===== config.mk =====
export PLATFORM = sky130hd
export DESIGN_NAME = mem_stage
export DESIGN_NICKNAME = d
export VERILOG_FILES = /design/src/rtl/mem_stage.sv
export SDC_FILE = /design/constraint.sdc
export NUM_CORES = 1
export LEC_CHECK = 0
export BUFFER_PORTS_ARGS = -buffer_cell sky130_fd_sc_hd__buf_2
export CAP_MARGIN = 20
export CORE_MARGIN = 2
export CORE_UTILIZATION = 40
export CTS_BUF_LIST = sky130_fd_sc_hd__clkbuf_16
export DETAILED_ROUTE_END_ITERATION = 8
export GPL_TIMING_DRIVEN = 0
export PLACE_DENSITY_LB_ADDON = 0.08
export SLEW_MARGIN = 20
export SYNTH_ARGS = -nofsm -noshare
export SYNTH_HDL_FRONTEND = slang
export SYNTH_SLANG_ARGS = --single-unit

===== constraint.sdc =====
create_clock -name reloj -period 2.8 [get_ports reloj]
set_clock_uncertainty 0.05 [all_clocks]
set_input_delay 0.28 -clock reloj [delete_from_list [all_inputs] [get_ports reloj]]
set_output_delay 0.28 -clock reloj [all_outputs]
set_load 0.05 [all_outputs]

===== src/rtl/mem_stage.sv =====
// mem_stage: load/store stage with registered memory request bus, wait timeout and MEM/WB register
module mem_stage (
   input  logic        reloj,
   input  logic        resetMEM,
   input  logic        MEM_RD,
   input  logic        MEM_WR,
   input  logic        w_h,
   input  logic [1:0]  ctrl_WB_mem,
   input  logic [31:0] DIR,
   input  logic [31:0] DI,
   input  logic [4:0]  Y_MUX_mem,
   output logic        mem_req,
   output logic        mem_we,
   output logic [31:0] mem_addr,
   output logic [31:0] mem_wdata,
   output logic [3:0]  mem_be,
   input  logic        mem_ack,
   input  logic [31:0] mem_rdata,
   output logic        stall,
   output logic [1:0]  ctrl_WB_wb,
   output logic [31:0] DO_wb,
   output logic [31:0] DIR_wb,
   output logic [4:0]  Y_MUX_wb,
   output logic        misalign,
   output logic        bus_err
);
   localparam logic [0:0] IDLE = 1'b0;
   localparam logic [0:0] BUSY = 1'b1;
   logic [0:0]  st;
   logic [7:0]  cnt;
   logic        hw_q, a1_q;
   logic        busy, access, aligned, go, timeout;
   logic [15:0] half;
   logic [31:0] rd_data;
   assign busy    = st == BUSY;
   assign access  = MEM_RD | MEM_WR;
   assign aligned = w_h ? ~DIR[0] : (DIR[1:0] == 2'b00);
   assign go      = ~busy & access & aligned;
   assign timeout = busy & (cnt == 8'hff);
   assign stall   = ~resetMEM & (go | (busy & ~mem_ack & ~timeout));
   assign half    = a1_q ? mem_rdata[31:16] : mem_rdata[15:0];
   assign rd_data = hw_q ? {{16{half[15]}}, half} : mem_rdata;
   always_ff @(posedge reloj) begin
      if (resetMEM) begin
         st         <= IDLE;
         cnt        <= 8'd0;
         hw_q       <= 1'b0;
         a1_q       <= 1'b0;
         mem_req    <= 1'b0;
         mem_we     <= 1'b0;
         mem_addr   <= 32'd0;
         mem_wdata  <= 32'd0;
         mem_be     <= 4'd0;
         ctrl_WB_wb <= 2'd0;
         DO_wb      <= 32'd0;
         DIR_wb     <= 32'd0;
         Y_MUX_wb   <= 5'd0;
         misalign   <= 1'b0;
         bus_err    <= 1'b0;
      end else begin
         misalign <= ~busy & access & ~aligned;
         bus_err  <= timeout & ~mem_ack;
         if (go) begin
            st        <= BUSY;
            cnt       <= 8'd0;
            hw_q      <= w_h;
            a1_q      <= DIR[1];
            mem_req   <= 1'b1;
            mem_we    <= MEM_WR;
            mem_addr  <= {DIR[31:2], 2'b00};
            mem_wdata <= w_h ? {DI[15:0], DI[15:0]} : DI;
            mem_be    <= (MEM_WR & w_h) ? (DIR[1] ? 4'b1100 : 4'b0011) : 4'b1111;
         end else if (busy & (mem_ack | timeout)) begin
            st      <= IDLE;
            mem_req <= 1'b0;
         end else if (busy) begin
            cnt <= cnt + 8'd1;
         end
         // unstalled edges with no ack in BUSY are timeouts; in IDLE with an access, misaligned
         if (stall) begin
            ctrl_WB_wb <= 2'b00;
         end else begin
            ctrl_WB_wb <= ((busy & ~mem_ack) | (~busy & access)) ? 2'b00 : ctrl_WB_mem;
            DO_wb      <= (busy & mem_ack & ~mem_we) ? rd_data : 32'd0;
            DIR_wb     <= DIR;
            Y_MUX_wb   <= Y_MUX_mem;
         end
      end
   end
endmodule


# Word-level counts from Yosys, hierarchy flattened

Cells that the tools add are included.

Register bits: 151
Bits of input ports: 109
Output and inout bits: 144
Logic and storage cells: 54

Add/subtract/negate cells: 1
Equality and inequality tests: 1
Mux-type cells: 9
Bitwise operators: 24
Reductions and logical operators: 5

Operators with widths:

| kind                                                          | number |
|---|---|
| 32-bit 2-to-1 mux                                             | 3 |
| 16-bit 2-to-1 mux                                             | 1 |
| 1-bit bitwise AND                                             | 12 |
| 8-bit by 1-bit adder with 8-bit output, second input constant | 1 |
| 8-bit equality test, second input constant                    | 1 |
| 4-bit 2-to-1 mux                                              | 2 |
| 1-bit inverter                                                | 8 |
| 1-bit bitwise OR                                              | 4 |
| 1-bit 2-to-1 mux                                              | 3 |
| 3-bit OR reduction                                            | 1 |
| 2-bit logical NOT                                             | 1 |
| 2-bit AND reduction                                           | 1 |
| 2-bit nonzero test                                            | 1 |
| 2-bit OR reduction                                            | 1 |

# Logic depth before layout (Yosys ltp)

Gate-level depths: netlist (run 1).

Depth after elaboration: 7
Depth in mapped cells: 7

# Least setup slack after synthesis (run 1)

Ideal clock, no wire load.

Kind: register to output
Start point: register st, in the netlist busy
End point: output port stall
Arrival: 1.777 ns
Required time: 2.470 ns
Setup slack: 0.693 ns
Stages on the path, launching flop included: 5
Path buffers: 1
Cells stage by stage: dfxtp_1 > nor2b_1 > o21ai_1 > a21oi_4 > buf_2

Word-level cells in the longest chain between the ends: 5
Elaborated cells between the ends (all ways): 9
Those cells by class: 9 x bitwise

RTL lines:

| element                                                    | RTL line | text |
|---|---|---|
| start: declaration                                         | 29       | `logic [0:0] st;` |
| start signal: assignment                                   | 45       | `st <= IDLE;` |
| start signal: assignment                                   | 64       | `st <= BUSY;` |
| start signal: assignment                                   | 74       | `st <= IDLE;` |
| 1-bit inverter / 1-bit bitwise AND (equally long branches) | 38, 39   |  |
| 1-bit bitwise AND / 1-bit inverter (equally long branches) | 38, 40   |  |
| 1-bit bitwise AND, on equally long branches                | 38, 40   |  |
| 1-bit bitwise OR (*)                                       | 40       | `assign stall = ~resetMEM & (go \| (busy & ~mem_ack & ~timeout));` |
| 1-bit bitwise AND (*)                                      | 40       |  |
| end: declaration                                           | 19       | `output logic stall,` |

Mark *: on every way between the ends. The rest lies on a longest branch, timed or not.

# Final worst setup path (run 1)

Same ends and word-level chain as after synthesis.

==> results of run 1 <==
-- cell families after synthesis --
logic type	count (synthesis)	synth area share, %
muxes	32	5.95
buffers and inverters	48	4.18
DFF	149	55.4
adders and majority gates	1	0.232
other	1	0.0697
and+or+nand+nor	148	11.4
xor gates and xnor gates	5	0.813
AOI/OAI and AO/OA	169	22.0
-- cell usage after synthesis, drive strengths merged (2+ instances only) --
| library cell | number |
|---|---|
| a211oi | 16 |
| a21oi | 72 |
| a22o | 36 |
| and2 | 3 |
| buf | 26 |
| clkbuf | 19 |
| dfxtp | 149 |
| inv | 2 |
| mux2i | 32 |
| nand2 | 104 |
| nand4 | 3 |
| nor2 | 25 |
| nor2b | 2 |
| nor3 | 4 |
| o2111ai | 2 |
| o211ai | 2 |
| o21ai | 5 |
| o2bb2ai | 32 |
| or3 | 3 |
| xor2 | 4 |
-- stage by stage --
step / power (mW) / util, %
floorplan: 3.02 / -
global placement: 3.31 / 52.0
detailed placement: 3.33 / 52.0
CTS: 5.35 / 56.0
global route: 5.52 / 56.1
finish: 5.31 / 56.1
-- routing by layer --
layer  GRT usage, %  share of wire, %
met2           37.5                49
met5              0                 0
met1           26.2                42
met3           7.03               7.3
met4           7.57               1.5
-- cell type report --
type,instances,area (µm²)
fillers,1274,5790
flip-flops and latches,149,2980
multi-input cells,357,2190
repair buffers,250,1260
clock buffers,17,425
well taps,176,220
plain buffers,45,214
clock inverters,15,97.6
inverters,3,11.3
diodes,1,2.50
-- timing repair --
item,4_1_cts,5_1_grt
hold buffers,1,0
setup endpoints to repair,0,1
hold endpoints to repair,1,0
gates resized for setup,0,3
-- path summary, 6_finish.rpt --
path / to / from / slack, ps / cells after the start
setup reg to reg: DIR_wb[9] / cnt[0] / 610 / 6
setup / recovery: stall / busy / 150 / 6
hold / removal: Y_MUX_wb[0] / Y_MUX_mem[0] / 20 / 2
hold reg to reg: mem_addr[30] / mem_addr[30] / 400 / 2
-- critical path: stages, from the launching register on --
cell	delay [ps]
sky130_fd_sc_hd__dfxtp_1	360
sky130_fd_sc_hd__o21bai_1	240
sky130_fd_sc_hd__or3_1	330
sky130_fd_sc_hd__buf_2	190
sky130_fd_sc_hd__a21oi_4	240
sky130_fd_sc_hd__buf_2	270
sky130_fd_sc_hd__clkbuf_4	270
-- sequential cells by signal (all words and copies together) (netlist names) --
| name | count |
|---|---|
| mem_be | 2 |
| bus_err | 1 |
| Y_MUX_wb | 5 |
| cnt | 8 |
| mem_wdata | 32 |
| a1_q | 1 |
| busy | 1 |
| misalign | 1 |
| mem_we | 1 |
| DIR_wb | 32 |
| DO_wb | 32 |
| mem_addr | 30 |
| hw_q | 1 |
| ctrl_WB_wb | 2 |
-- power breakdown --
part / leakage, nW / internal (mW) / switching [mW]
clock network: 0.262 / 1.19 / 0.844
logic: 2.11 / 0.263 / 0.716
registers: 1.22 / 2.24 / 0.0615
total: 3.59 / 3.69 / 1.62
==> metrics.txt, run 1 <==
# TYPE chip_impl_metric gauge
chip_impl_metric{name="antenna_left",unit=""} 0
chip_impl_metric{name="post_synthesis_sequential_element_count",unit=""} 149
chip_impl_metric{name="power_density",unit="mW/mm²"} 718
chip_impl_metric{name="max_freq",unit="MHz"} 378
chip_impl_metric{name="drt_wl_total",unit="mm"} 16.0
chip_impl_metric{name="core_area",unit="mm²"} 0.0132
chip_impl_metric{name="antenna_found_initial",unit=""} 1
chip_impl_metric{name="postSynthCellCount",unit=""} 553
chip_impl_info{name="setup.worst_path.start_class",value="register"} 1
chip_impl_metric{name="synth_sequential_area_ratio",unit="%"} 55.4
chip_impl_info{name="dominantRegCellSynth",value="sky130_fd_sc_hd__dfxtp_1"} 1
chip_impl_metric{name="drive_gt1_share",unit="%"} 36.0
chip_impl_metric{name="tightestPinTransition",unit="ps"} 762
chip_impl_metric{name="die_w",unit="µm"} 120
chip_impl_metric{name="finalHoldViolCount",unit=""} 0
chip_impl_metric{name="placed_area",unit="mm²"} 0.00685
chip_impl_metric{name="grt-ovfl-total",unit=""} 0
chip_impl_metric{name="grt_max_degree",unit=""} 17
chip_impl_metric{name="yosysUniqueCellTypes",unit=""} 39
chip_impl_metric{name="detailroute.via_count",unit=""} 5055
chip_impl_metric{name="maximum_buffer_depth_of_the_clock_tree",unit=""} 2
chip_impl_metric{name="area.growth.synth_to_final",unit="%"} 37.4
chip_impl_metric{name="number_of_placed_instances_with_taps_included",unit=""} 979
chip_impl_metric{name="die_ar",unit="mm²"} 0.0144
chip_impl_metric{name="post-dp-hpwl",unit="mm"} 12.1
chip_impl_metric{name="clkSlewWorstSetupHoldPaths",unit="ps"} 60
chip_impl_metric{name="drt_first_iter_violations",unit=""} 170
chip_impl_info{name="worstHoldPathType",value="input pin to register"} 1
chip_impl_info{name="setup_repair_after_global_routing_missed_its_margin",value="false"} 1
chip_impl_metric{name="final_cells",unit=""} 1013
chip_impl_metric{name="fin_ws",unit="ps"} 153
chip_impl_metric{name="synth_top_area_share",unit="%"} 55.4
chip_impl_info{name="synth_top_area_cell",value="sky130_fd_sc_hd__dfxtp_1"} 1
chip_impl_metric{name="async_set_reset_flop_share_out_of_synthesis",unit="%"} 0
chip_impl_metric{name="first_pass_grt_wire_length",unit="mm"} 25.0
chip_impl_metric{name="place_ws",unit="ps"} 534
chip_impl_metric{name="io_pins",unit=""} 253
chip_impl_metric{name="gpl.final_weighted_congestion",unit=""} 0.784
chip_impl_metric{name="netlist_area",unit="mm²"} 0.00538
chip_impl_info{name="cts-root-buf",value="sky130_fd_sc_hd__clkbuf_16"} 1
chip_impl_info{name="critical_path.endpoint_type",value="output port"} 1
chip_impl_metric{name="maxSlewHeadroom",unit="%"} 49.2
chip_impl_metric{name="setup_viol_count_final",unit=""} 0
chip_impl_info{name="layout.cells.most_common",value="sky130_fd_sc_hd__buf_2"} 1
chip_impl_metric{name="initial_core_util",unit="%"} 40.8
chip_impl_metric{name="htree_levels",unit=""} 4
chip_impl_metric{name="vias_per_cell",unit=""} 4.99
chip_impl_metric{name="power.static_leakage",unit="nW"} 3.59
chip_impl_metric{name="final_cell_area",unit="mm²"} 0.00740
chip_impl_metric{name="clk_latency",unit="ps"} 410
chip_impl_metric{name="drt_pass1_iterations",unit=""} 6
chip_impl_metric{name="nets",unit=""} 933
chip_impl_metric{name="slew_viol_final",unit=""} 0
chip_impl_metric{name="routedWlPerCell",unit="µm"} 15.8
chip_impl_info{name="layout_common_cells",value="263 x sky130_fd_sc_hd__buf_2, 149 x sky130_fd_sc_hd__dfxtp_1, 104 x sky130_fd_sc_hd__nand2_1, 71 x sky130_fd_sc_hd__a21oi_1, 36 x sky130_fd_sc_hd__a22o_1"} 1
chip_impl_metric{name="remaining_drc_errors",unit=""} 0
chip_impl_metric{name="track_usage",unit="%"} 22.1
chip_impl_metric{name="timing.critical_path.arrival",unit="ps"} 2320
chip_impl_metric{name="rows",unit=""} 42
chip_impl_metric{name="max-cap-violations",unit=""} 0
chip_impl_metric{name="grt_pass1_vias",unit=""} 4946
chip_impl_metric{name="worstPathMaxFanout",unit=""} 10
chip_impl_metric{name="port_buffers",unit=""} 249
chip_impl_metric{name="postCtsSetupRepairBufs",unit=""} 0
chip_impl_metric{name="synth-edff-count",unit=""} 0
chip_impl_metric{name="numCtsBuffers",unit=""} 17
chip_impl_metric{name="whs",unit="ps"} 22.9
chip_impl_info{name="status",value="complete, no violations"} 1
chip_impl_metric{name="cp.required",unit="ps"} 2470
chip_impl_info{name="cts_tree",value="built"} 1
chip_impl_info{name="ys_top_cells_by_area",value="sky130_fd_sc_hd__dfxtp_1 55%, sky130_fd_sc_hd__nand2_1 7.3%, sky130_fd_sc_hd__a21oi_1 6.6%"} 1
chip_impl_info{name="worst-setup-path-type",value="register to output port"} 1
chip_impl_metric{name="numClockSinks",unit=""} 149
chip_impl_metric{name="yosys_warnings",unit=""} 0
chip_impl_metric{name="ir_worst_vdd",unit="V"} 0.000407
chip_impl_metric{name="setup-tns-final",unit="ps"} 0
chip_impl_metric{name="period_minus_slack",unit="ps"} 2650
chip_impl_metric{name="syn_area_per_cell",unit="µm²"} 9.74
chip_impl_metric{name="die_h",unit="µm"} 120
chip_impl_metric{name="final.period_utilization",unit="%"} 94.5
(Power assumes the default switching activity.)
==> inputs of run 2 (changes only) <==
MAX_ROUTING_LAYER = met4   (was unset)
==> run 2 against run 1 <==
Against the previous run:
- register-to-register slack about the same
- final cell count unchanged
- critical endpoint unchanged
- wire length about the same
- utilization unchanged
==> metrics.txt, run 2 (synthesis gave the netlist of run 1 again) <==
# TYPE chip_impl_metric gauge
chip_impl_metric{name="max-cap-violations",unit=""} 0
chip_impl_info{name="cts-root-buf",value="sky130_fd_sc_hd__clkbuf_16"} 1
chip_impl_metric{name="grt_max_degree",unit=""} 17
chip_impl_metric{name="drive_gt1_share",unit="%"} 36.0
chip_impl_info{name="critical_path.endpoint_type",value="output port"} 1
chip_impl_metric{name="grt-ovfl-total",unit=""} 0
chip_impl_metric{name="tightestPinTransition",unit="ps"} 740
chip_impl_metric{name="first_pass_grt_wire_length",unit="mm"} 24.9
chip_impl_metric{name="rows",unit=""} 42
chip_impl_metric{name="initial_core_util",unit="%"} 40.8
chip_impl_metric{name="drt_first_iter_violations",unit=""} 188
chip_impl_metric{name="setup-tns-final",unit="ps"} 0
chip_impl_info{name="layout.cells.most_common",value="sky130_fd_sc_hd__buf_2"} 1
chip_impl_info{name="layout_common_cells",value="263 x sky130_fd_sc_hd__buf_2, 149 x sky130_fd_sc_hd__dfxtp_1, 104 x sky130_fd_sc_hd__nand2_1, 71 x sky130_fd_sc_hd__a21oi_1, 36 x sky130_fd_sc_hd__a22o_1"} 1
chip_impl_metric{name="power.static_leakage",unit="nW"} 3.59
chip_impl_info{name="worstHoldPathType",value="input pin to register"} 1
chip_impl_metric{name="area.growth.synth_to_final",unit="%"} 37.4
chip_impl_metric{name="final.period_utilization",unit="%"} 94.3
chip_impl_metric{name="gpl.final_weighted_congestion",unit=""} 0.795
chip_impl_metric{name="die_w",unit="µm"} 120
chip_impl_metric{name="worstPathMaxFanout",unit=""} 10
chip_impl_metric{name="rrSetupSlack",unit="ps"} 620
chip_impl_metric{name="drt_wl_total",unit="mm"} 16.0
chip_impl_metric{name="core_area",unit="mm²"} 0.0132
chip_impl_info{name="cts_tree",value="built"} 1
chip_impl_metric{name="cp.required",unit="ps"} 2470
chip_impl_metric{name="critical_path.max_stage_delay",unit="ps"} 350
chip_impl_metric{name="clk_latency",unit="ps"} 410
chip_impl_metric{name="numCtsBuffers",unit=""} 17
chip_impl_metric{name="remaining_drc_errors",unit=""} 0
chip_impl_metric{name="max_freq",unit="MHz"} 379
chip_impl_info{name="biggestRegsByFlops",value="DIR_wb x32, DO_wb x32, mem_wdata x32"} 1
chip_impl_metric{name="vias_per_cell",unit=""} 4.98
chip_impl_metric{name="die_ar",unit="mm²"} 0.0144
chip_impl_metric{name="htree_levels",unit=""} 4
chip_impl_info{name="status",value="complete, no violations"} 1
chip_impl_metric{name="maximum_buffer_depth_of_the_clock_tree",unit=""} 2
chip_impl_metric{name="maxSlewHeadroom",unit="%"} 50.7
chip_impl_metric{name="place_ws",unit="ps"} 534
chip_impl_info{name="crit_top_cell",value="sky130_fd_sc_hd__buf_2"} 1
chip_impl_metric{name="grt_pass1_vias",unit=""} 4954
chip_impl_metric{name="antenna_found_initial",unit=""} 1
chip_impl_info{name="critPathSlowestCell",value="sky130_fd_sc_hd__dfxtp_1"} 1
chip_impl_metric{name="slew_viol_final",unit=""} 0
chip_impl_metric{name="timing.critical_path.arrival",unit="ps"} 2310
chip_impl_metric{name="drt_pass1_iterations",unit=""} 4
chip_impl_metric{name="antenna_left",unit=""} 0
chip_impl_metric{name="power_density",unit="mW/mm²"} 718
chip_impl_info{name="worstSetupStartpoint",value="busy"} 1
chip_impl_info{name="critical_path.cell_chain",value="o21bai_1 -> or3_1 -> buf_2 -> a21oi_4 -> buf_2 -> clkbuf_4"} 1
chip_impl_info{name="worstReg2RegStart",value="cnt[0]"} 1
chip_impl_metric{name="finalHoldViolCount",unit=""} 0
chip_impl_info{name="worst-setup-path-type",value="register to output port"} 1
chip_impl_metric{name="numClockSinks",unit=""} 149
chip_impl_metric{name="die_h",unit="µm"} 120
chip_impl_metric{name="setup_viol_count_final",unit=""} 0
chip_impl_metric{name="routedWlPerCell",unit="µm"} 15.8
chip_impl_metric{name="ir_worst_vdd",unit="V"} 0.000408
chip_impl_metric{name="detailroute.via_count",unit=""} 5040
chip_impl_metric{name="post-dp-hpwl",unit="mm"} 12.1
chip_impl_metric{name="nets",unit=""} 933
chip_impl_metric{name="io_pins",unit=""} 253
chip_impl_info{name="setup.worst_path.start_class",value="register"} 1
chip_impl_metric{name="period_minus_slack",unit="ps"} 2640
chip_impl_info{name="holdCritStartpoint",value="Y_MUX_mem[0]"} 1
chip_impl_metric{name="fin_ws",unit="ps"} 158
chip_impl_metric{name="clkSlewWorstSetupHoldPaths",unit="ps"} 60
chip_impl_metric{name="track_usage",unit="%"} 22.7
chip_impl_metric{name="port_buffers",unit=""} 249
chip_impl_info{name="setup_repair_after_global_routing_missed_its_margin",value="false"} 1
-- run 2: critical path: cells and delay by family, from the launching register on --
kind	cells	cell delay, ps
buffers and inverters	3	730
flip-flops	1	350
AO/OA/AOI/OAI	2	470
AND/OR/NAND/NOR	1	330
-- run 2: what timing repair did --
action	4_1_cts	5_1_grt
hold endpoints to repair	1	0
hold buffers	1	0
setup endpoints to repair	0	1
resized for setup	0	3
setup buffers	0	0
-- run 2: final cells by class --
| cell class | instances | area, µm² |
|---|---|---|
| antenna | 1 | 2.50 |
| buffer | 45 | 214 |
| clock buffer | 17 | 425 |
| clock inverter | 15 | 97.6 |
| fill | 1274 | 5790 |
| inverter | 3 | 11.3 |
| multi-input combinational | 357 | 2190 |
| sequential | 149 | 2980 |
| tap | 176 | 220 |
| timing repair buffer | 250 | 1260 |
-- run 2: metal layers --
layer / wire length, µm / track usage, % / share of wire [%] / up-vias
met4: 171 / 7.79 / 1.1 / 0
met1: 6930 / 27.0 / 43 / 2373
li1: - / - / - / 2491
met2: 7900 / 37.4 / 49 / 162
met5: 0 / - / 0 / -
met3: 1030 / 5.89 / 6.4 / 14
-- run 2: final timing paths --
check / to / depth (start not counted)
setup reg to reg: DIR_wb[9] / 6
setup / recovery: stall / 6
hold reg to reg: mem_addr[30] / 2
hold / removal: Y_MUX_wb[0] / 2
-- run 2: metrics by stage --
step | power, mW | instance area (µm²) | instances | utilization, % | hold WS (ps)
after detailed placement | 3.33 | 6850 | 979 | 52.0 | 391
after global placement | 3.31 | 6850 | 979 | 52.0 | 390
after CTS | 5.35 | 7390 | 1012 | 56.0 | 4.11
final | 5.31 | 7400 | 1013 | 56.1 | 25.7
after floorplan | 3.02 | 5390 | 554 | - | 309
after global routing | 5.53 | 7400 | 1013 | 56.1 | 10.9
-- run 2: power by group --
part	leakage (nW)	internal, mW	switching [mW]	total, mW
Sequential	1.22	2.24	0.0613	2.30
Combinational	2.11	0.263	0.716	0.979
Clock	0.262	1.19	0.844	2.03
Total	3.59	3.69	1.62	5.31
